**config.mk**
```make
export PLATFORM = sky130hd
export DESIGN_NAME = mp_add_seq
export DESIGN_NICKNAME = d
export VERILOG_FILES = /design/src/rtl/mp_add_seq_pkg.sv /design/src/rtl/mp_add_seq_csa.sv /design/src/rtl/mp_add_seq.sv
export SDC_FILE = /design/constraint.sdc
export NUM_CORES = 2
export LEC_CHECK = 0
export ABC_AREA = 1
export CAP_MARGIN = 10
export CORE_MARGIN = 2
export CORE_UTILIZATION = 27
export CTS_BUF_LIST = sky130_fd_sc_hd__clkbuf_8
export DETAILED_ROUTE_END_ITERATION = 16
export GPL_TIMING_DRIVEN = 0
export PLACE_DENSITY = 0.46
export SLEW_MARGIN = 20
export SYNTH_ARGS = -nofsm -noshare
export SYNTH_HDL_FRONTEND = slang
export SYNTH_SLANG_ARGS = --single-unit
```
**constraint.sdc**
```tcl
create_clock -name i_clk -period 6.22 [get_ports i_clk]
set_input_delay 1.866 -clock i_clk [delete_from_list [all_inputs] [get_ports i_clk]]
set_output_delay 1.866 -clock i_clk [all_outputs]
set_load 0.02 [all_outputs]
```
**src/rtl/mp_add_seq_pkg.sv**
```systemverilog
// Shared definitions for the multi-precision sequential adder and its neighbours.
package mp_add_seq_pkg;

  // Width of one datapath word handled per beat.
  localparam int unsigned WORD_W = 64;

  // Beat counter width; covers up to 16 words per operand.
  localparam int unsigned BEAT_W = 4;

  typedef enum logic [1:0] {
    StIdle,
    StRun,
    StDone
  } state_e;

  // Two's-complement overflow of a + b' given the operand and result sign bits.
  function automatic logic signed_ovf(input logic a_msb, input logic b_msb, input logic s_msb);
    return (a_msb == b_msb) && (s_msb != a_msb);
  endfunction

endpackage

```
**src/rtl/mp_add_seq_csa.sv**
```systemverilog
// 64-bit carry-select adder with zero flag: low half ripples, high half is
// precomputed for both carry-ins and selected by the low-half carry-out.
module mp_add_seq_csa
  import mp_add_seq_pkg::*;
(
  input  logic [WORD_W-1:0] i_a,
  input  logic [WORD_W-1:0] i_b,
  input  logic              i_cin,
  output logic [WORD_W-1:0] o_y,
  output logic              o_cout,
  output logic              o_z
);

  localparam int unsigned Half = WORD_W / 2;

  logic [Half:0] w_lo;
  logic [Half:0] w_hi0;
  logic [Half:0] w_hi1;
  logic [Half:0] w_hi;

  assign w_lo  = {1'b0, i_a[Half-1:0]} + {1'b0, i_b[Half-1:0]} + {{Half{1'b0}}, i_cin};
  assign w_hi0 = {1'b0, i_a[WORD_W-1:Half]} + {1'b0, i_b[WORD_W-1:Half]};
  assign w_hi1 = {1'b0, i_a[WORD_W-1:Half]} + {1'b0, i_b[WORD_W-1:Half]}
               + {{Half{1'b0}}, 1'b1};
  assign w_hi  = w_lo[Half] ? w_hi1 : w_hi0;

  assign o_y    = {w_hi[Half-1:0], w_lo[Half-1:0]};
  assign o_cout = w_hi[Half];
  assign o_z    = (o_y == '0);

endmodule

```
**src/rtl/mp_add_seq.sv**
```systemverilog
// Multi-precision sequential adder/subtractor. Accepts a WORDS*64-bit operand
// pair, adds it one 64-bit word per cycle LSW first through a single
// carry-select adder, and presents the registered sum with carry/zero/overflow.
module mp_add_seq
  import mp_add_seq_pkg::*;
#(
  parameter int unsigned WORDS = 4
) (
  input  logic                    i_clk,
  input  logic                    i_rst_n,
  input  logic                    i_in_valid,
  output logic                    o_in_ready,
  input  logic [WORD_W*WORDS-1:0] i_a,
  input  logic [WORD_W*WORDS-1:0] i_b,
  input  logic                    i_cin,
  input  logic                    i_sub,
  output logic                    o_out_valid,
  input  logic                    i_out_ready,
  output logic [WORD_W*WORDS-1:0] o_sum,
  output logic                    o_cout,
  output logic                    o_zero,
  output logic                    o_ovf
);

  localparam int unsigned W = WORD_W * WORDS;
  localparam logic [BEAT_W-1:0] LastBeat = BEAT_W'(WORDS - 1);

  state_e r_state;
  state_e w_state_d;

  logic [W-1:0]      r_a;
  logic [W-1:0]      r_b;     // already inverted for subtraction
  logic [W-1:0]      r_sum;
  logic              r_c;
  logic              r_zero_acc;
  logic              r_cout;
  logic              r_zero;
  logic              r_ovf;
  logic [BEAT_W-1:0] r_beat;

  logic [WORD_W-1:0] w_word_a;
  logic [WORD_W-1:0] w_word_b;
  logic [WORD_W-1:0] w_y;
  logic              w_cout;
  logic              w_z;
  logic              w_accept;
  logic              w_run;
  logic              w_last;

  assign w_accept = (r_state == StIdle) && i_in_valid;
  assign w_run    = (r_state == StRun);
  assign w_last   = w_run && (r_beat == LastBeat);
  assign w_word_a = r_a[WORD_W*r_beat +: WORD_W];
  assign w_word_b = r_b[WORD_W*r_beat +: WORD_W];

  mp_add_seq_csa u_csa (
    .i_a    (w_word_a),
    .i_b    (w_word_b),
    .i_cin  (r_c),
    .o_y    (w_y),
    .o_cout (w_cout),
    .o_z    (w_z)
  );

  // State register.
  always_ff @(posedge i_clk) begin
    if (!i_rst_n) begin
      r_state <= StIdle;
    end else begin
      r_state <= w_state_d;
    end
  end

  // Next-state logic: accept in idle, run one beat per word, hold done until taken.
  always_comb begin
    w_state_d = r_state;
    unique case (r_state)
      StIdle:  if (i_in_valid) w_state_d = StRun;
      StRun:   if (r_beat == LastBeat) w_state_d = StDone;
      StDone:  if (i_out_ready) w_state_d = StIdle;
      default: w_state_d = StIdle;
    endcase
  end

  // Handshake outputs decoded from the state register.
  always_comb begin
    o_in_ready  = (r_state == StIdle);
    o_out_valid = (r_state == StDone);
  end

  // Operand capture, per-beat word accumulation and final flag capture.
  always_ff @(posedge i_clk) begin
    if (!i_rst_n) begin
      r_a        <= '0;
      r_b        <= '0;
      r_sum      <= '0;
      r_c        <= 1'b0;
      r_zero_acc <= 1'b0;
      r_cout     <= 1'b0;
      r_zero     <= 1'b0;
      r_ovf      <= 1'b0;
      r_beat     <= '0;
    end else if (w_accept) begin
      r_a        <= i_a;
      r_b        <= i_sub ? ~i_b : i_b;
      r_c        <= i_sub | i_cin;
      r_zero_acc <= 1'b1;
      r_beat     <= '0;
    end else if (w_run) begin
      r_sum[WORD_W*r_beat +: WORD_W] <= w_y;
      r_c        <= w_cout;
      r_zero_acc <= r_zero_acc & w_z;
      if (w_last) begin
        // Flags are latched separately so they stay stable across the next accept.
        r_cout <= w_cout;
        r_zero <= r_zero_acc & w_z;
        r_ovf  <= signed_ovf(r_a[W-1], r_b[W-1], w_y[WORD_W-1]);
      end else begin
        r_beat <= r_beat + BEAT_W'(1);
      end
    end
  end

  assign o_sum  = r_sum;
  assign o_cout = r_cout;
  assign o_zero = r_zero;
  assign o_ovf  = r_ovf;

endmodule

```
Word-level counts from Yosys, hierarchy flattened
Cells that the tools add are included.
Cells by class
  shifts and indexed selects: 4
  mux-type cells: 11
  reductions and logical operators: 11
  eq/ne operators: 8
  bitwise logic cells: 6
  add/subtract/negate cells: 6
Operators with widths (count)
  256-bit by 11-bit variable part select with 64-bit output: 2
  256-bit bitwise mux: 1
  256-bit two-way mux: 1
  256-bit inverter: 1
  64-bit by 34-bit variable shift with 256-bit output, first input constant: 1
  64-bit by 34-bit variable part select with 256-bit output: 1
  32-bit by 32-bit adder with 33-bit output: 2
  64-bit logical NOT: 1
  10-bit negator with 34-bit output: 1
  33-bit by 1-bit adder with 33-bit output: 1
  33-bit by 1-bit adder with 33-bit output, second input constant: 1
  33-bit two-way mux: 1
  2-bit two-way mux: 3
  2-bit case mux with 3 select lines: 1
  3-bit AND reduction: 2
  4-bit by 1-bit adder with 4-bit output, second input constant: 1
  4-bit by 2-bit == test with 1-bit output, second input constant: 1
  1-bit two-way mux: 4
  2-bit by 1-bit inequality test with 1-bit output, second input constant: 2
  2-bit AND reduction: 2
  1-bit logical AND: 3
  1-bit inverter: 3
  2-bit by 1-bit == test with 1-bit output, second input constant: 1
  2-bit == test, second input constant: 1
  8 further kinds: 8
Storage, ports and cells
  output and inout port bits: 261
  input bits: 518
  bits in registers: 779
  logic and storage cells: 56

Depth between registers and ports, before layout
  depth in word-level cells: 8
  gate-level depth with buffers: 32
  depth with buffers taken out: 29

Hierarchy
Synthesis repeated with hierarchy kept, for this count alone.
Second synthesis, totals
  cell total of the unflattened synthesis: 5796
  area total of the unflattened synthesis: 40149.8 um2
By module, submodules not included
  mp_add_seq: sequential area each 15595.0 um2, cells an instance 4613, instances 1, area each 34041.4 um2
  mp_add_seq_csa: sequential area each 0.0 um2, cells an instance 1183, instances 1, area each 6108.4 um2

Worst setup path before layout
No wires, ideal clock.
  kind: reg-to-reg
  start: reg r_beat[0]
  end: reg r_zero_acc
  buffers on the path: 5
  path slack: 1.883 ns
  setup time: 0.071 ns
  arrival time: 4.266 ns
  data required time: 6.149 ns
  clock period less this slack: 4.337 ns
  stages on the path, launching flop included: 28
  cells stage by stage: dfxtp_1 > buf_2 > clkbuf_1 > buf_1 > clkbuf_1 > a21oi_1 > o21ai_0 > a21oi_1 > fa_1 > fa_1 > nand2_1 > nand2_1 > o21ai_0 > inv_1 > nand2_1 > nand2_1 > nand2_1 > nand2_1 > nand3_1 > nand2_2 > buf_4 > nand2_1 > xor2_1 > nand4_1 > nand3b_1 > nor2_1 > nand2_1 > a21oi_1
Between the ends
  cells in the longest elaborated chain, start to end: 8
  elaborated cells on any way between the ends: 11
  those cells by class: add/sub: 4; shift: 2; mux: 3; bitwise: 1; reduce/logical: 1
RTL lines
  from (decl): line mp_add_seq.sv:39  | logic [BEAT_W-1:0] r_beat;
  from (signal assigned): line mp_add_seq.sv:119  | r_beat <= r_beat + BEAT_W'(1);
  256-bit by 11-bit variable part select with 64-bit output (on tied branches): line mp_add_seq.sv:53, mp_add_seq.sv:54
  32-bit by 32-bit adder with 33-bit output (on tied branches): line mp_add_seq_csa.sv:22, mp_add_seq_csa.sv:23, mp_add_seq_csa.sv:21
  33-bit by 1-bit adder with 33-bit output (on tied branches): line mp_add_seq_csa.sv:24, mp_add_seq_csa.sv:21
  33-bit two-way mux: line mp_add_seq_csa.sv:25  | assign w_hi = w_lo[Half] ? w_hi1 : w_hi0;
  64-bit logical NOT *: line mp_add_seq_csa.sv:29  | assign o_z = (o_y == '0);
  1-bit bitwise AND *: line mp_add_seq.sv:112  | r_zero_acc <= r_zero_acc & w_z;
  1-bit two-way mux *: line mp_add_seq.sv:109  | end else if (w_run) begin
  1-bit two-way mux *: line mp_add_seq.sv:103  | end else if (w_accept) begin
  to (signal assigned): line mp_add_seq.sv:112
  to (decl): line mp_add_seq.sv:35  | logic r_zero_acc;
Mark *: on every way between the ends. The rest lies on a longest branch, timed or not. The select of a mux whose other input is x is not followed.
A chain may end at the register's enable or synchronous reset.

Final worst setup path
  start: reg r_beat[0]
  end: reg r_ovf, in the netlist o_ovf
Between the ends
  cells in the longest elaborated chain, start to end: 6
  elaborated cells on any way between the ends: 12
  those cells by class: add/sub: 4; eq/ne: 2; shift: 2; mux: 1; reduce/logical: 3
RTL lines
  256-bit by 11-bit variable part select with 64-bit output (on tied branches): line mp_add_seq.sv:53, mp_add_seq.sv:54
  32-bit by 32-bit adder with 33-bit output (on tied branches): line mp_add_seq_csa.sv:22, mp_add_seq_csa.sv:23, mp_add_seq_csa.sv:21
  33-bit by 1-bit adder with 33-bit output (on tied branches): line mp_add_seq_csa.sv:24, mp_add_seq_csa.sv:21
  33-bit two-way mux: line mp_add_seq_csa.sv:25
  1-bit inequality test: line mp_add_seq_pkg.sv:18  | return (a_msb == b_msb) && (s_msb != a_msb);
  1-bit logical AND: line mp_add_seq_pkg.sv:18
  to (signal assigned): line mp_add_seq.sv:117  | r_ovf <= signed_ovf(r_a[W-1], r_b[W-1], w_y[WORD_W-1]);
  to (decl): line mp_add_seq.sv:38  | logic r_ovf;
Parallel ways exist; a longest one is shown, timed or not.

==> impl_metrics.toml <==
[worst_setup_path]
crit_top_cell = "nand2_1"
r2r_cells = 29
cp.required_ns = 6.97
start_kind = "flop"
reg2reg_from = "r_beat[0]$_SDFFE_PP0P_"
cp_max_fo = 10
slowest_stage = "fa_1"
rrSetupSlack_ns = 0.29
crit_type = "reg2reg"
worstPathArrival_ns = 6.69
max_stage_delay_ns = 0.52
r2r-end = "o_ovf$_SDFFE_PN0P_"
end_kind = "flop"

[sta]
hold_viol_final = 0
worstMarginPinSlew_ns = 1.21
max_freq_mhz = 169
skew_ns = 0.0502
finalCriticalPeriod_ns = 5.93
setup-violations-final = 0
relSlewSlack_pct = 19.0
postLayoutSetupSlackWorst_ns = 0.289
maxSlewViolCount = 0
fin_crit_sh_pct = 95.4
rsz0062_at_grt = "false"

[cts]
cts_tree = "yes"
ctsHoldBuffers = 0
clk_latency_ns = 0.91
cts_buffers = 146
cts_buffer_depth = 3
clock_sinks = 779
clkTransAtPathRegs_ns = 0.06
htreeDepth = 4
cts_root_buf = "clkbuf_8"

[grt]
use_met2_pct = 48.7
grt.met3_usage_pct = 4.84
grt_pass1_vias = 39500
grtUsageMet1_pct = 39.5
grt_overflow_total = 0
grt_max_degree = 17
grt_pass1_wl_um = 300000
grt_usage_pct = 29.8
busiest_layer = "met2"
antenna_found_initial = 25

[placed_design]
hpwl_um = 179000
place_ws_ns = -1.60
place_area_um2 = 48100
place_congestion = 0.926
port_buffers = 777

[final_layout]
mostFrequentLayoutCell = "o21ai_0"
layout-area-overhead-vs-synth_pct = 35.9
drive_gt1_share_pct = 5.61
final_cell_mix = "o21ai_0 (860), dfxtp_1 (779), clkdlybuf4s50_1 (777), a21oi_1 (746), nand2_1 (655)"
fin_nets = 6786
design_area_um2 = 51400
seqCellArea_um2 = 15600
multi_input_area_um2 = 19000
fillers = 15100

[floorplan]
die-area_um2 = 143000
coreArea_um2 = 139000
pin_count = 779
initial_utilization_pct = 27.2
fp.dieH_um = 378
fp-row-count = 137
fp.dieW_um = 378

[yosys]
synth_area_leaders = "dfxtp_1 (41%), o21ai_0 (11%), a21oi_1 (9.9%), nand2_1 (6.5%), xnor2_1 (6.0%)"
synth_top_area_share_pct = 41.3
netlist_area_um2 = 37800
synthCells = 5269
ys_ff_latch = 779
synthArstFlopShare_pct = 0
synth_seq_area_share_pct = 41.3
synth_edf_count = 0
synth_top_area_cell = "dfxtp_1"
synth_ff_type = "dfxtp_1"
synth_nets = 5857
yosys_warnings = 0
avgSynthCellArea_um2 = 7.17
ys_types = 42

[hold_path]
worstHoldStart = "r_b[58]$_SDFFE_PN0P_"
worstHoldPathCells = 2
hold_path_class = "reg2reg"
hold_end = "r_b[58]$_SDFFE_PN0P_"

[detailed_routing]
routed_via_density = 5.05
dr.pass1.iters = 7
drtIter0Drc = 3781
route.detailed.drc = 0
drt_wl_total_um = 221000
wl_per_cell_um = 26.9
ant_nets = 0
via_count = 41400

[outcome]
outcome = "completed"

[power]
ir_worst_vdd_mv = 0.121
power.density_nw_per_um2 = 288
cellLeakagePower_nw = 20.1

[job]
maxCapViolCount = 0
## per-stage QoR
| stage | setup TNS [ns] | util, % | power [W] | instances | hold slack (ns) |
|---|---|---|---|---|---|
| floorplan | 0 | - | 0.00756 | 5269 | 0.423 |
| global placement | -196.87 | 34.4 | 0.00957 | 7922 | 0.433 |
| detailed placement | -157.45 | 34.5 | 0.00960 | 7926 | 0.440 |
| CTS | 0 | 36.8 | 0.0148 | 8181 | 0.452 |
| global route | 0 | 36.9 | 0.0154 | 8186 | 0.469 |
| finish | 0 | 36.9 | 0.0148 | 8193 | 0.453 |
## worst max-delay path by stage
stage / cells past startpoint / start / endpoint / slack [ns]
6_report: 29 / r_beat[0]$_SDFFE_PP0P_ / o_ovf$_SDFFE_PN0P_ / 0.29
5_1_grt: 27 / r_beat[2]$_SDFFE_PP0P_ / r_zero_acc$_SDFFE_PN0P_ / 0.01
4_1_cts: 28 / r_beat[0]$_SDFFE_PP0P_ / o_ovf$_SDFFE_PN0P_ / 0.007
3_5_place_dp: 26 / r_beat[0]$_SDFFE_PP0P_ / r_zero_acc$_SDFFE_PN0P_ / -1.60
3_3_place_gp: 27 / r_beat[0]$_SDFFE_PP0P_ / r_zero_acc$_SDFFE_PN0P_ / -1.78
2_1_floorplan: 27 / r_beat[0]$_SDFFE_PP0P_ / r_zero_acc$_SDFFE_PN0P_ / 1.88
## power breakdown
group	total [W]	switching, W	internal (W)	leakage (nW)
sequential	0.00546	0.000140	0.00532	6.39
combinational	0.00415	0.00287	0.00127	12.0
clock	0.00522	0.00241	0.00281	1.70
total	0.0148	0.00542	0.00940	20.1
## per-layer routing
layer	part of all wire [%]	routed length [um]
met2	46	101000
met4	3.8	8430
met5	0.020	44
met3	7.0	15500
met1	44	96100
## cell type report
class / instances / share of cell area, %
multi-input combinational: 3562 / 36.9
sequential: 779 / 30.3
timing repair buffer: 781 / 15.3
clock buffer: 185 / 4.95
tap: 1876 / 4.57
inverter: 569 / 4.17
buffer: 359 / 2.82
clock inverter: 70 / 0.862
antenna: 12 / 0.0584
## timing repair
item	in CTS	in global routing
endpoints found under the hold margin	0	0
setup endpoints to repair	223	12
gates resized for setup	41	34
buffers inserted	0	0
gates cloned	0	0
## Yosys cell counts, types with 45 or more instances
library cell / n
a21oi_1: 749
clkbuf_1: 314
dfxtp_1: 779
ha_1: 67
inv_1: 563
nand2_1: 657
nand3_1: 107
nand4_1: 45
nor2_1: 451
o211ai_1: 54
o21ai_0: 864
o22ai_1: 129
xnor2_1: 261
## registers in the layout, summed over array words and instances, names as in the netlist
| signal | cells |
|---|---|
| r_b | 256 |
| o_zero | 1 |
| r_zero_acc | 1 |
| r_c | 1 |
| r_a | 256 |
| r_state | 2 |
| o_sum | 256 |
| o_ovf | 1 |
| r_beat | 4 |
| o_cout | 1 |
## critical path, delay by kind of cell (launching register included)
family / cells / cell delay [ns]
AOI/OAI and AO/OA: 4 / 0.75
adders and majority gates: 2 / 0.91
buffers and inverters: 7 / 1.50
DFF: 1 / 0.34
and+or+nand+nor: 16 / 2.24
## logic make-up (layout without fill, tap and decap cells)
family | after synthesis | in the layout | synth area share, %
compound gates | 1832 | 1832 | 25.3
xor+xnor | 297 | 297 | 6.88
fa+ha+maj | 70 | 70 | 2.38
buf+inv | 928 | 1964 | 9.24
flops | 779 | 779 | 41.3
other cells | 0 | 12 | 0
simple gates | 1363 | 1363 | 15.0
Note: power is estimated with default switching activity, not from simulation.
